==> config.mk <==
export PLATFORM = sky130hd
export DESIGN_NAME = light_cmd_issuer
export DESIGN_NICKNAME = d
export VERILOG_FILES = /design/src/rtl/light_pkg.sv /design/src/rtl/light_cmd_issuer_key_debounce.sv /design/src/rtl/light_cmd_issuer.sv
export SDC_FILE = /design/constraint.sdc
export NUM_CORES = 1
export LEC_CHECK = 0
export CAP_MARGIN = 20
export CORE_ASPECT_RATIO = 1.5
export CORE_MARGIN = 2
export CORE_UTILIZATION = 50
export DETAILED_ROUTE_END_ITERATION = 7
export HOLD_SLACK_MARGIN = 0.02
export PLACE_DENSITY_LB_ADDON = 0.08
export SYNTH_ARGS = -nofsm -noshare
export SYNTH_HDL_FRONTEND = slang
export SYNTH_SLANG_ARGS = --single-unit
==> constraint.sdc <==
create_clock -name clk -period 1.97 [get_ports clk]
set_input_delay 0.394 -clock clk [delete_from_list [all_inputs] [get_ports clk]]
set_output_delay 0.394 -clock clk [all_outputs]
set_load 0.05 [all_outputs]
==> src/rtl/light_pkg.sv <==
// Shared definitions for the light command issuer: key codes, FSM state
// encoding and small sizing/decode helpers.
package light_pkg;

    // Keypad codes that map onto lamp commands
    localparam logic [3:0] KEY_ON  = 4'hA;
    localparam logic [3:0] KEY_OFF = 4'hB;

    typedef enum logic [2:0] {
        ST_IDLE     = 3'd0,
        ST_DEBOUNCE = 3'd1,
        ST_ISSUE    = 3'd2,
        ST_WAIT_ACK = 3'd3,
        ST_RELEASE  = 3'd4
    } light_state_t;

    // Largest of three sizing parameters, used to size the shared counters
    function automatic int max3(input int a, input int b, input int c);
        int m;
        m = (a > b) ? a : b;
        m = (m > c) ? m : c;
        return m;
    endfunction

    // True for codes that produce a lamp command
    function automatic logic is_cmd_key(input logic [3:0] code);
        return (code == KEY_ON) || (code == KEY_OFF);
    endfunction

endpackage

==> src/rtl/light_cmd_issuer_key_debounce.sv <==
// Key stability counter. Tracks the last sampled key level/code and counts
// consecutive unchanged cycles while running. o_stable_valid asserts on the
// cycle whose edge completes DEBOUNCE_CYCLES unchanged cycles.
module key_debounce
    import light_pkg::*;
#(
    parameter int DEBOUNCE_CYCLES = 8,
    parameter int CNT_W           = 5
) (
    input  logic             clk,
    input  logic             reset,
    input  logic             i_clear,
    input  logic             i_run,
    input  logic             i_key_valid,
    input  logic [3:0]       i_key_code,
    output logic             o_stable_valid,
    output logic [3:0]       o_stable_code
);

    localparam logic [CNT_W-1:0] CNT_TERM = CNT_W'(DEBOUNCE_CYCLES - 1);
    localparam logic [CNT_W-1:0] CNT_MAX  = {CNT_W{1'b1}};

    logic [CNT_W-1:0] r_cnt;
    logic             r_valid;
    logic [3:0]       r_code;
    logic             w_same;

    assign w_same = (i_key_valid == r_valid) && (i_key_code == r_code);

    // Capture the key on clear, restart on any change, else count up and saturate
    always_ff @(posedge clk or posedge reset) begin
        if (reset) begin
            r_cnt   <= '0;
            r_valid <= 1'b0;
            r_code  <= 4'h0;
        end else if (i_clear) begin
            r_cnt   <= '0;
            r_valid <= i_key_valid;
            r_code  <= i_key_code;
        end else if (i_run) begin
            if (!w_same) begin
                r_cnt   <= '0;
                r_valid <= i_key_valid;
                r_code  <= i_key_code;
            end else if (r_cnt != CNT_MAX) begin
                r_cnt <= r_cnt + CNT_W'(1);
            end
        end
    end

    assign o_stable_valid = i_run && i_key_valid && w_same && (r_cnt >= CNT_TERM);
    assign o_stable_code  = r_code;

endmodule

==> src/rtl/light_cmd_issuer.sv <==
// Keypad-to-lamp command issuer. Debounces a key, drives a held ON/OFF
// command with a qualify strobe, waits for the lamp acknowledge with a
// timeout, and blocks re-issue until the key is released.
// Optional feature macro: LIGHT_CMD_RETRY_EN (one automatic re-issue on
// the first acknowledge timeout before flagging err).
//
// state       | meaning
// ------------+-----------------------------------------------------------
// ST_IDLE     | no key; debounce tracker follows the inputs
// ST_DEBOUNCE | key seen, waiting for DEBOUNCE_CYCLES unchanged cycles
// ST_ISSUE    | keypad + StartOn/StartOff driven for HOLD_CYCLES cycles
// ST_WAIT_ACK | command lines low, waiting up to ACK_TIMEOUT for lamp_ack
// ST_RELEASE  | command finished or rejected, waiting for key release
module light_cmd_issuer
    import light_pkg::*;
#(
    parameter int DEBOUNCE_CYCLES = 8,
    parameter int HOLD_CYCLES     = 4,
    parameter int ACK_TIMEOUT     = 16
) (
    input  logic       clk,
    input  logic       reset,
    input  logic       key_valid,
    input  logic [3:0] key_code,
    input  logic       lamp_ack,
    output logic       StartOn,
    output logic       StartOff,
    output logic       keypad,
    output logic       busy,
    output logic       cmd_done,
    output logic       bad_key,
    output logic       err
);

    localparam int CNT_W = $clog2(max3(DEBOUNCE_CYCLES, HOLD_CYCLES, ACK_TIMEOUT)) + 1;

    // Down-counter reload values: terminal count is zero
    localparam logic [CNT_W-1:0] HOLD_LOAD = CNT_W'(HOLD_CYCLES - 1);
    localparam logic [CNT_W-1:0] ACK_LOAD  = CNT_W'(ACK_TIMEOUT - 1);

    light_state_t     r_state;
    logic [CNT_W-1:0] r_tmr;
    logic             r_cmd_on;
    logic             r_start_on;
    logic             r_start_off;
    logic             r_keypad;
    logic             r_busy;
    logic             r_cmd_done;
    logic             r_bad_key;
    logic             r_err;
`ifdef LIGHT_CMD_RETRY_EN
    logic             r_retried;
`endif

    logic             w_deb_clear;
    logic             w_deb_run;
    logic             w_stable_valid;
    logic [3:0]       w_stable_code;
    logic             w_code_on;

    assign w_deb_clear = (r_state == ST_IDLE);
    assign w_deb_run   = (r_state == ST_DEBOUNCE);
    assign w_code_on   = (w_stable_code == KEY_ON);

    key_debounce #(
        .DEBOUNCE_CYCLES (DEBOUNCE_CYCLES),
        .CNT_W           (CNT_W)
    ) u_key_debounce (
        .clk            (clk),
        .reset          (reset),
        .i_clear        (w_deb_clear),
        .i_run          (w_deb_run),
        .i_key_valid    (key_valid),
        .i_key_code     (key_code),
        .o_stable_valid (w_stable_valid),
        .o_stable_code  (w_stable_code)
    );

    // Sequencing FSM with registered command/status outputs
    always_ff @(posedge clk or posedge reset) begin
        if (reset) begin
            r_state     <= ST_IDLE;
            r_tmr       <= '0;
            r_cmd_on    <= 1'b0;
            r_start_on  <= 1'b0;
            r_start_off <= 1'b0;
            r_keypad    <= 1'b0;
            r_busy      <= 1'b0;
            r_cmd_done  <= 1'b0;
            r_bad_key   <= 1'b0;
            r_err       <= 1'b0;
`ifdef LIGHT_CMD_RETRY_EN
            r_retried   <= 1'b0;
`endif
        end else begin
            r_cmd_done <= 1'b0;
            r_bad_key  <= 1'b0;
            case (r_state)
                ST_IDLE: begin
                    if (key_valid) begin
                        r_state <= ST_DEBOUNCE;
                        r_busy  <= 1'b1;
                    end
                end

                ST_DEBOUNCE: begin
                    if (!key_valid) begin
                        r_state <= ST_IDLE;
                        r_busy  <= 1'b0;
                    end else if (w_stable_valid) begin
                        if (is_cmd_key(w_stable_code)) begin
                            r_state     <= ST_ISSUE;
                            r_cmd_on    <= w_code_on;
                            r_start_on  <= w_code_on;
                            r_start_off <= !w_code_on;
                            r_keypad    <= 1'b1;
                            r_err       <= 1'b0;
                            r_tmr       <= HOLD_LOAD;
`ifdef LIGHT_CMD_RETRY_EN
                            r_retried   <= 1'b0;
`endif
                        end else begin
                            r_state   <= ST_RELEASE;
                            r_bad_key <= 1'b1;
                        end
                    end
                end

                ST_ISSUE: begin
                    if (r_tmr == '0) begin
                        r_state     <= ST_WAIT_ACK;
                        r_start_on  <= 1'b0;
                        r_start_off <= 1'b0;
                        r_keypad    <= 1'b0;
                        r_tmr       <= ACK_LOAD;
                    end else begin
                        r_tmr <= r_tmr - CNT_W'(1);
                    end
                end

                ST_WAIT_ACK: begin
                    // Acknowledge is checked first so it wins on the expiry cycle
                    if (lamp_ack) begin
                        r_state    <= ST_RELEASE;
                        r_cmd_done <= 1'b1;
                        r_tmr      <= '0;
                    end else if (r_tmr == '0) begin
`ifdef LIGHT_CMD_RETRY_EN
                        if (!r_retried) begin
                            r_state     <= ST_ISSUE;
                            r_retried   <= 1'b1;
                            r_start_on  <= r_cmd_on;
                            r_start_off <= !r_cmd_on;
                            r_keypad    <= 1'b1;
                            r_err       <= 1'b0;
                            r_tmr       <= HOLD_LOAD;
                        end else begin
                            r_state <= ST_RELEASE;
                            r_err   <= 1'b1;
                        end
`else
                        r_state <= ST_RELEASE;
                        r_err   <= 1'b1;
`endif
                    end else begin
                        r_tmr <= r_tmr - CNT_W'(1);
                    end
                end

                ST_RELEASE: begin
                    if (!key_valid) begin
                        r_state <= ST_IDLE;
                        r_busy  <= 1'b0;
                    end
                end

                default: begin
                    r_state     <= ST_IDLE;
                    r_tmr       <= '0;
                    r_start_on  <= 1'b0;
                    r_start_off <= 1'b0;
                    r_keypad    <= 1'b0;
                    r_busy      <= 1'b0;
                end
            endcase
        end
    end

    assign StartOn  = r_start_on;
    assign StartOff = r_start_off;
    assign keypad   = r_keypad;
    assign busy     = r_busy;
    assign cmd_done = r_cmd_done;
    assign bad_key  = r_bad_key;
    assign err      = r_err;

endmodule

=== Yosys cells after proc, flatten, opt, wreduce, memory -nomap -nowiden ===
Index checks and enable logic that the tools add are counted.

* Register bits: 25
* Latch bits: 0
* Bits in writable memories: 0
* ROM bits: 0
* Input port bits: 8
* Output and inout port bits: 7
* Word-level logic and storage cells: 116
* Memories kept: 0

* Add/subtract/negate cells: 2
* Multiply operators: 0
* Divide/modulo/power cells: 0
* $lt $le $gt $ge: 1
* Equal/unequal tests: 23
* Shifts and indexed selects: 0
* Muxes and demuxes: 54
* Bitwise gates (word level): 3
* Reduce and logical (&&, ||, !) cells: 21

{| class="wikitable"
|+ Operators with widths
! cell !! count
|-
| 5-bit two-way mux || 10
|-
| 1-bit two-way mux || 26
|-
| 3-bit two-way mux || 8
|-
| 5-bit one-hot mux with 4 select lines || 1
|-
| 2-bit inequality test (second input constant) || 9
|-
| 3-bit one-hot mux with 5 select lines || 1
|-
| 5-bit AND reduction || 3
|-
| 4-bit two-way mux || 3
|-
| 1-bit one-hot mux with 3 select lines || 4
|-
| 3-bit inequality test (second input constant) || 3
|-
| 4-bit equality test (second input constant) || 2
|-
| 3-bit by 2-bit equality test with 1-bit output (second input constant) || 2
|-
| 6-bit AND reduction || 1
|-
| 2-bit OR reduction || 3
|-
| 5-bit by 1-bit adder with 5-bit output (second input constant) || 1
|-
| 5-bit by 3-bit greater-or-equal comparator with 1-bit output (second input constant) || 1
|-
| 5-bit zero test || 1
|-
| 5-bit inequality test (second input constant) || 1
|-
| 5-bit by 1-bit subtractor with 5-bit output (second input constant) || 1
|-
| 4-bit equality test || 1
|-
| 1-bit logical AND || 4
|-
| 2-bit AND reduction || 2
|-
| 2-bit nonzero test || 2
|-
| 3-bit by 1-bit equality test with 1-bit output (second input constant) || 1
|-
| other kinds (11) || 13
|}

=== Depth between registers and ports, before layout ===
Gate-level depths: netlist (run 1).

* Word-level depth: 7
* Depth in mapped cells: 8
* Mapped depth without buffers: 8

=== Hierarchy ===
From an unflattened synthesis (run 1), not the netlist that was laid out.

* Cell total of the unflattened synthesis: 156
* Area, all modules: 1483.9 µm²

{| class="wikitable"
|+ Modules (own cells, without submodules)
! module !! instances !! cells an instance !! area an instance (µm²) !! sequential area each (µm²)
|-
| light_cmd_issuer || 1 || 91 || 857.1 || 375.4
|-
| key_debounce || 1 || 65 || 626.9 || 250.2
|}

=== Worst setup path after synthesis (run 1) ===
No wires, ideal clock.

* Kind: register to register
* From: reg u_key_debounce.r_code[1] (netlist: u_key_debounce.o_stable_code[1])
* To: reg r_tmr[1]
* Setup time: 126 ps
* Data arrival time: 1782 ps
* Data required time: 1844 ps
* Setup slack: 62 ps
* Stages on the path, launching flop included: 6
* Buffers on the path: 0
* Period minus slack after synthesis: 1908 ps
* Cells stage by stage: dfrtp_1 xor2_1 nor4_4 a31oi_2 or3_1 a221o_1

* Word-level cells in the longest chain between the ends: 6
* Elaborated cells on any way between the ends: 10
* Classes of those cells: eq/ne: 5; reduce/logical: 5

{| class="wikitable"
|+ Ends and longest elaborated chain
! item !! line !! text
|-
| start: declaration || light_cmd_issuer_key_debounce.sv:25 || <nowiki>logic [3:0] r_code;</nowiki>
|-
| start signal: assignment || light_cmd_issuer_key_debounce.sv:39 || <nowiki>r_code <= i_key_code;</nowiki>
|-
| start signal: assignment || light_cmd_issuer_key_debounce.sv:44 || <nowiki>r_code <= i_key_code;</nowiki>
|-
| 4-bit equality test || light_cmd_issuer_key_debounce.sv:28 || <nowiki>assign w_same = (i_key_valid == r_valid) && (i_key_code == r_code);</nowiki>
|-
| 1-bit logical AND || light_cmd_issuer_key_debounce.sv:28 ||
|-
| 1-bit logical AND (2 in a row) || light_cmd_issuer_key_debounce.sv:51 || <nowiki>assign o_stable_valid = i_run && i_key_valid && w_same && (r_cnt >= CNT_TERM);</nowiki>
|-
| 2-bit inequality test (no line) || - ||
|-
| 5-bit AND reduction (no line) * || - ||
|-
| end signal: assignment || light_cmd_issuer.sv:137 || <nowiki>r_tmr <= r_tmr - CNT_W'(1);</nowiki>
|-
| end signal: assignment || light_cmd_issuer.sv:166 || <nowiki>r_tmr <= r_tmr - CNT_W'(1);</nowiki>
|-
| end: declaration || light_cmd_issuer.sv:42 || <nowiki>logic [CNT_W-1:0] r_tmr;</nowiki>
|}

Mark *: on every way between the ends. The rest lies on a longest branch, timed or not.
A chain may end at the register's enable or synchronous reset.

=== Final worst setup path (run 1) ===
* From: reg u_key_debounce.r_code[0] (netlist: u_key_debounce.o_stable_code[0])
* To: reg r_tmr[0]

Same word-level chain as after synthesis.

==> flow_summary.yaml, run 1 <==
global_route:
  global_route.usage.total_pct: 23.5
  globalRouteMet2Util_pct: 45.0
  grt_overflow: 0
  maximum_number_of_pins_on_one_net_before_global_route_repair: 26
  grt_antenna_before_repair: 0
  grt-busiest-layer: "met2"
  groute.layer.met3.usage_pct: 2.34
  via_count_of_the_first_global_routing_pass: 1263
  grt_util_met1_pct: 26.5
  grt_pass1_wl_um: 5490
route:
  via_count: 1245
  first_pass_iters: 4
  detail_route.wirelength_um: 3310
  drt-wirelength-per-cell_um: 14.9
  ant_nets: 0
  first_iter_violations: 28
  detail_route.drc_violations: 0
  detail_route.vias_per_cell: 5.58
worst_setup_path:
  path_delay_family: "simple AND/OR/NAND/NOR gates"
  worstPathMaxFanout: 2
  ff2ff_path_depth: 5
  cpPeakStageDelay_ns: 0.42
  rr_startpoint: "u_key_debounce.o_stable_code[0]$_DFFE_PP0P_"
  cp_data_arrival_time_ns: 2.05
  required_time_of_the_worst_setup_path_ns: 2.12
  type_of_destination_of_the_critical_path: "register"
  cp_slowest_cell: "sky130_fd_sc_hd__dfrtp_1"
  critical_path.cell_chain: "xor2_2 > nor4_4 > a31oi_2 > or3_4 > a221o_2"
  startpoint_type: "register"
  critical_path.startpoint: "u_key_debounce.o_stable_code[0]$_DFFE_PP0P_"
  worst_setup_path_category: "register to register"
  crit_path_depth: 5
  path_buf_inv: 0
power_and_ir_drop:
  leakagePower_nw: 0.871
  power_density_nw_per_um2: 1360
  ir_drop_mv: 0.720
timing:
  slew_headroom_pct: 66.4
  min_period_ns: 1.90
  setup_viol: 0
  timing.final.ws_setup_ns: 0.0672
  report.final.slew_viol_count: 0
  finalCritPeriodShare_pct: 96.6
  worst_pin_slew_ns: 0.503
  totalNegativeSetupSlack_ns: 0
  fin_skew_ns: 0.00875
  timing.final.hold_violations: 0
  grt_setup_unrepaired: "false"
  achievable-frequency_mhz: 526
floorplan:
  die_area_sq_um: 3250
  width_of_the_die_um: 47.2
  core.rowCount: 23
  initial_core_util_pct: 52.3
  core_footprint_sq_um: 2680
  fp.dieH_um: 68.8
  ioPinCount: 15
clocking:
  clkSinkCount: 25
  cts_max_level: 1
  cts-root-to-sink-buffers: 2
  ctsRootBufferMaster: "sky130_fd_sc_hd__clkbuf_8"
  clock_tree_from_tritoncts: "built"
  total_clock_buffers_created_by_cts: 3
  cts.clk_slew.worst_paths_ns: 0.09
  clock_insertion_delay_worst_skew_ns: 0.27
cells_and_area:
  synthToLayoutAreaGrowth_pct: 31.6
  finalInstanceArea_sq_um: 1840
  area.sequential_sq_um: 626
  multiInputGateArea_sq_um: 795
  layout-drive-gt1-share_pct: 25.8
  finalNetCount: 199
  layout.cells.non_filler: 223
  fillCellCount: 229
  insertedDiodeCount: 0
worst_hold_path:
  min_delay_startpoint: "key_code[1]"
  worst_hold_path.num_cells: 3
  hold_path.class: "input port to register"
placement:
  io_buffers: 14
  pre_cts_ws_ns: -0.390
  dpl.hpwl_um: 2480
  postPlaceCellArea_sq_um: 1710
  placed_cells: 216
  finalWeightedCongestion: 0.864
yosys:
  synth-edff-count: 0
  ys_seq_elements: 25
  synth_area_leaders: "sky130_fd_sc_hd__dfrtp_1 (45%), sky130_fd_sc_hd__nand2_1 (7.2%), sky130_fd_sc_hd__ha_1 (3.6%)"
  post-synth-top-area-cell: "sky130_fd_sc_hd__dfrtp_1"
  seq_area_frac_synth_pct: 44.7
  post_synth_instance_area_sq_um: 1400
  number_of_synthesis_warnings: 0
  postSynthNetCount: 163
  asyncSetResetFlopFracSynth_pct: 100
  synth_cell_type_count: 43
  syn-instance-count: 151
  synth_area_per_cell_sq_um: 9.27
  yosys_most_used_dff: "sky130_fd_sc_hd__dfrtp_1"
  netlist.area_leader.share_pct: 44.7
outcome:
  outcome: "finished, final reports clean"
flow_run:
  drv_cap: 0
-- worst paths after layout --
| path | endpoint | slack, ns |
|---|---|---|
| worst max-delay path | r_tmr[0]$_DFFE_PP0P_ | 0.07 |
| worst min-delay path | u_key_debounce.o_stable_code[1]$_DFFE_PP0P_ | 0.42 |
| worst max register to register | r_tmr[0]$_DFFE_PP0P_ | 0.07 |
| worst min register to register | err$_DFFE_PP0P_ | 0.50 |
| max in group asynchronous | u_key_debounce.r_cnt[0]$_DFFE_PP0P_ | 1.25 |
| min in group asynchronous | StartOn$_DFFE_PP0P_ | 0.47 |
-- worst reg2reg max path, stage by stage (launching register included) --
cell and delay, ns:
sky130_fd_sc_hd__dfrtp_1 0.42, sky130_fd_sc_hd__xor2_2 0.19, sky130_fd_sc_hd__nor4_4 0.30, sky130_fd_sc_hd__a31oi_2 0.14, sky130_fd_sc_hd__or3_4 0.38, sky130_fd_sc_hd__a221o_2 0.34
-- synthesized netlist by cell type (2+ instances only) --
master and n:
sky130_fd_sc_hd__nand2_1 27, sky130_fd_sc_hd__dfrtp_1 25, sky130_fd_sc_hd__a21oi_1 9, sky130_fd_sc_hd__o21ai_0 9
sky130_fd_sc_hd__nor2_1 8, sky130_fd_sc_hd__inv_1 7, sky130_fd_sc_hd__a22o_1 4, sky130_fd_sc_hd__and3_1 4
sky130_fd_sc_hd__clkbuf_1 4, sky130_fd_sc_hd__ha_1 4, sky130_fd_sc_hd__xor2_1 4, sky130_fd_sc_hd__nor2b_1 3
sky130_fd_sc_hd__nor3_1 3, sky130_fd_sc_hd__a21o_1 2, sky130_fd_sc_hd__a21o_2 2, sky130_fd_sc_hd__a311oi_1 2
sky130_fd_sc_hd__mux2_2 2, sky130_fd_sc_hd__nand3_1 2, sky130_fd_sc_hd__o22a_1 2, sky130_fd_sc_hd__o22ai_1 2
sky130_fd_sc_hd__or2_2 2, sky130_fd_sc_hd__or3_1 2, sky130_fd_sc_hd__xnor2_1 2
-- through the flow --
stage          util [%]  hold slack [ns]  power (mW)
2_1_floorplan         -            0.421        1.61
4_1_cts            67.4            0.483        2.45
3_3_place_gp       63.9            0.480        2.03
3_5_place_dp       63.9            0.501        2.08
6_report           68.9            0.417        2.51
5_1_grt            68.9            0.450        2.72
-- sequential cells by signal, summed over array words and instances, names as in the netlist --
name,flops
u_key_debounce.r_cnt,5
keypad,1
r_state,3
StartOn,1
err,1
r_tmr,5
u_key_debounce.o_stable_code,4
busy,1
bad_key,1
StartOff,1
u_key_debounce.r_valid,1
cmd_done,1
-- where the power goes --
part / leakage (nW) / switching (mW) / internal, mW / total, mW
Combinational: 0.519 / 0.723 / 0.666 / 1.39
Clock: 0.0255 / 0.164 / 0.141 / 0.306
Sequential: 0.326 / 0.170 / 0.649 / 0.819
-- layout make-up --
type,count,area share [%]
Multi-Input combinational cell,114,43.1
Clock inverter,1,0.272
Clock buffer,3,2.24
Timing Repair Buffer,36,16.5
Sequential cell,25,33.9
Tap cell,37,2.51
Inverter,7,1.43
-- per-layer routing --
metal	share of wire (%)	up-vias
met4	1.0	0
met1	38	611
met5	0	-
li1	-	611
met2	59	18
met3	2.0	5
-- cells by family (layout without fill, tap and decap cells) --
group / after synthesis / in the layout / synth area share [%]
simple gates: 61 / 61 / 22.6
mux: 2 / 2 / 1.61
flops: 25 / 25 / 44.7
buf+inv: 12 / 47 / 3.31
xor+xnor: 6 / 6 / 3.75
fa+ha+maj: 4 / 4 / 3.57
compound gates: 41 / 41 / 20.5
-- cells in the final DEF, fill, tap and decap left out, types with 7 or more instances in the layout --
cell type	instances
sky130_fd_sc_hd__clkdlybuf4s50_1	10
sky130_fd_sc_hd__o21ai_0	7
sky130_fd_sc_hd__nor2_1	7
sky130_fd_sc_hd__nand2_1	27
sky130_fd_sc_hd__inv_1	7
sky130_fd_sc_hd__a21oi_1	9
sky130_fd_sc_hd__buf_4	22
sky130_fd_sc_hd__dfrtp_1	25
-- repair_timing --
| action | in CTS | in global routing |
|---|---|---|
| endpoints found under the setup margin | 8 | 10 |
| hold buffers | 0 | 0 |
| pin swaps | 3 | 4 |
| gates resized for setup | 7 | 11 |
| buffers inserted | 3 | 0 |
No activity file was read; power rests on OpenSTA's default activity.
==> run 2, diff against run 1 <==
CTS_BUF_LIST = sky130_fd_sc_hd__clkbuf_16   (was default)
==> run 2 against run 1 <==
Effect of this change: clock power up 46%; hold slack improved by 0.016 ns; via count hardly changed; final area is 1.4% higher; largest power group unchanged; count of clock-buffer cells in the layout unchanged; fmax increased by 0.28%.
==> flow_summary.yaml, run 2 (same netlist as run 1, synthesis figures left out) <==
outcome:
  outcome: "finished, final reports clean"
global_route:
  grt_antenna_before_repair: 0
  global_route.usage.total_pct: 24.2
  via_count_of_the_first_global_routing_pass: 1316
  grt_overflow: 0
  maximum_number_of_pins_on_one_net_before_global_route_repair: 26
  grt_pass1_wl_um: 5610
power_and_ir_drop:
  leakagePower_nw: 0.881
  switching_power_mw: 1.07
  comb_power_share_pct: 51.9
  internal_power_mw: 1.58
  ir_drop_mv: 0.790
  power.sequential.fraction_pct: 31.3
  power_density_nw_per_um2: 1420
  switching_share_pct: 40.3
  report.power.total_mw: 2.65
  share_clk_of_total_power_pct: 16.8
timing:
  fin_skew_ns: 0.00380
  achievable-frequency_mhz: 527
  timing.hold.ws_ns: 0.433
  grt_setup_unrepaired: "false"
  timing.final.hold_violations: 0
  min_period_ns: 1.90
  setup_viol: 0
  worst_pin_slew_ns: 0.503
  finalCritPeriodShare_pct: 96.3
  report.final.slew_viol_count: 0
  slew_headroom_pct: 66.4
clocking:
  cts_hold_repair.buffers: 0
  total_clock_buffers_created_by_cts: 3
  clock_insertion_delay_worst_skew_ns: 0.26
  ctsRootBufferMaster: "sky130_fd_sc_hd__clkbuf_16"
  cts-root-to-sink-buffers: 2
  clock_tree_from_tritoncts: "built"
  cts_max_level: 1
  cts.clk_slew.worst_paths_ns: 0.06
  clkSinkCount: 25
worst_setup_path:
  path_buf_inv: 2
  cp_data_arrival_time_ns: 2.03
  type_of_destination_of_the_critical_path: "register"
  rr_startpoint: "r_tmr[1]$_DFFE_PP0P_"
  critical_path.startpoint: "r_tmr[1]$_DFFE_PP0P_"
  crit_path_depth: 8
  ff2ff_path_depth: 8
  critical_path.cell_chain: "inv_1 > ha_2 > nor4b_4 > buf_4 > nand3_1 > nor2_1 > or3_4 > a221o_2"
  startpoint_type: "register"
  regToRegEndpoint: "r_tmr[0]$_DFFE_PP0P_"
  path_delay_family: "simple AND/OR/NAND/NOR gates"
  worstPathMaxFanout: 4
  cpPeakStageDelay_ns: 0.37
  worst_setup_path_category: "register to register"
  cp_slowest_cell: "sky130_fd_sc_hd__dfrtp_1"
  required_time_of_the_worst_setup_path_ns: 2.11
  cp_capture_point: "r_tmr[0]$_DFFE_PP0P_"
  worst-r2r-setup-slack_ns: 0.07
route:
  detail_route.wirelength_um: 3340
  drt-wirelength-per-cell_um: 15.0
  ant_nets: 0
  first_iter_violations: 26
  detail_route.vias_per_cell: 5.60
  first_pass_iters: 4
  via_count: 1244
  detail_route.drc_violations: 0
cells_and_area:
  finalInstanceArea_sq_um: 1870
  insertedDiodeCount: 0
  synthToLayoutAreaGrowth_pct: 33.5
  fin_util_pct: 69.8
  layout.cells.most_common_list: "sky130_fd_sc_hd__nand2_1 (27), sky130_fd_sc_hd__dfrtp_1 (25), sky130_fd_sc_hd__buf_4 (21)"
  layout-drive-gt1-share_pct: 25.4
  finalNetCount: 198
  layout.cells.non_filler: 222
  final_common_cell: "sky130_fd_sc_hd__nand2_1"
placement:
  postPlaceCellArea_sq_um: 1710
  finalWeightedCongestion: 0.864
  placed_cells: 216
  io_buffers: 14
  dpl.hpwl_um: 2480
floorplan:
  core.rowCount: 23
  die_area_sq_um: 3250
  initial_core_util_pct: 52.3
  ioPinCount: 15
  core_footprint_sq_um: 2680
  width_of_the_die_um: 47.2
  fp.dieH_um: 68.8
flow_run:
  drv_cap: 0
worst_hold_path:
  min_delay_startpoint: "key_code[1]"
  hold_path.class: "input port to register"
-- run 2: cell types whose count changed in the layout (fill, tap and decap cells not counted), sizes merged --
cell	previous run	this run
buf	22	21
-- run 2: power by group through the flow --
| stage | combinational [mW] | clock [mW] | sequential [mW] |
|---|---|---|---|
| 2_1_floorplan | 0.786 | 0 | 0.826 |
| 3_3_place_gp | 1.23 | 0 | 0.800 |
| 3_5_place_dp | 1.27 | 0 | 0.807 |
| 4_1_cts | 1.32 | 0.459 | 0.806 |
| 5_1_grt | 1.53 | 0.479 | 0.847 |
| 6_report | 1.37 | 0.446 | 0.828 |
-- run 2: area by class of cell --
type,count,area (sq um)
fill,222,807
clock inverter,1,5.00
clock buffer,3,75.1
multi-input combinational,114,795
inverter,7,26.3
sequential,25,626
tap,37,46.3
timing repair buffer,35,297
-- run 2: timing repair --
action | CTS | global route
pin swaps | 3 | 4
setup endpoints to repair | 8 | 8
gates resized for setup | 7 | 11
setup buffers | 2 | 0
-- run 2: per-stage QoR --
stage | setup TNS (ns) | setup slack [ns]
6_report | 0 | 0.0725
5_1_grt | 0 | 0.00896
4_1_cts | 0 | 0.00200
3_5_place_dp | -3.17 | -0.390
3_3_place_gp | -2.56 | -0.352
2_1_floorplan | 0 | 0.0617
-- run 2: worst min-delay path, stage by stage --
cell and delay (ns):
sky130_fd_sc_hd__dlymetal6s2s_1 0.15, sky130_fd_sc_hd__nand2_1 0.07, sky130_fd_sc_hd__nand2_1 0.05
-- run 2: worst min path at each step --
stage | to | cells after the start
floorplan | StartOff$_DFFE_PP0P_ | 1
global placement | err$_DFFE_PP0P_ | 1
detailed placement | err$_DFFE_PP0P_ | 1
CTS | r_tmr[2]$_DFFE_PP0P_ | 3
global route | u_key_debounce.o_stable_code[1]$_DFFE_PP0P_ | 3
finish | u_key_debounce.o_stable_code[1]$_DFFE_PP0P_ | 3
-- run 2: layer usage --
layer	part of all wire, %	GRT usage, %	vias to the layer above
li1	-	-	610
met1	37	25.0	610
met2	59	46.9	17
met3	2.0	2.60	7
met4	2.0	9.38	0
met5	0	0	-
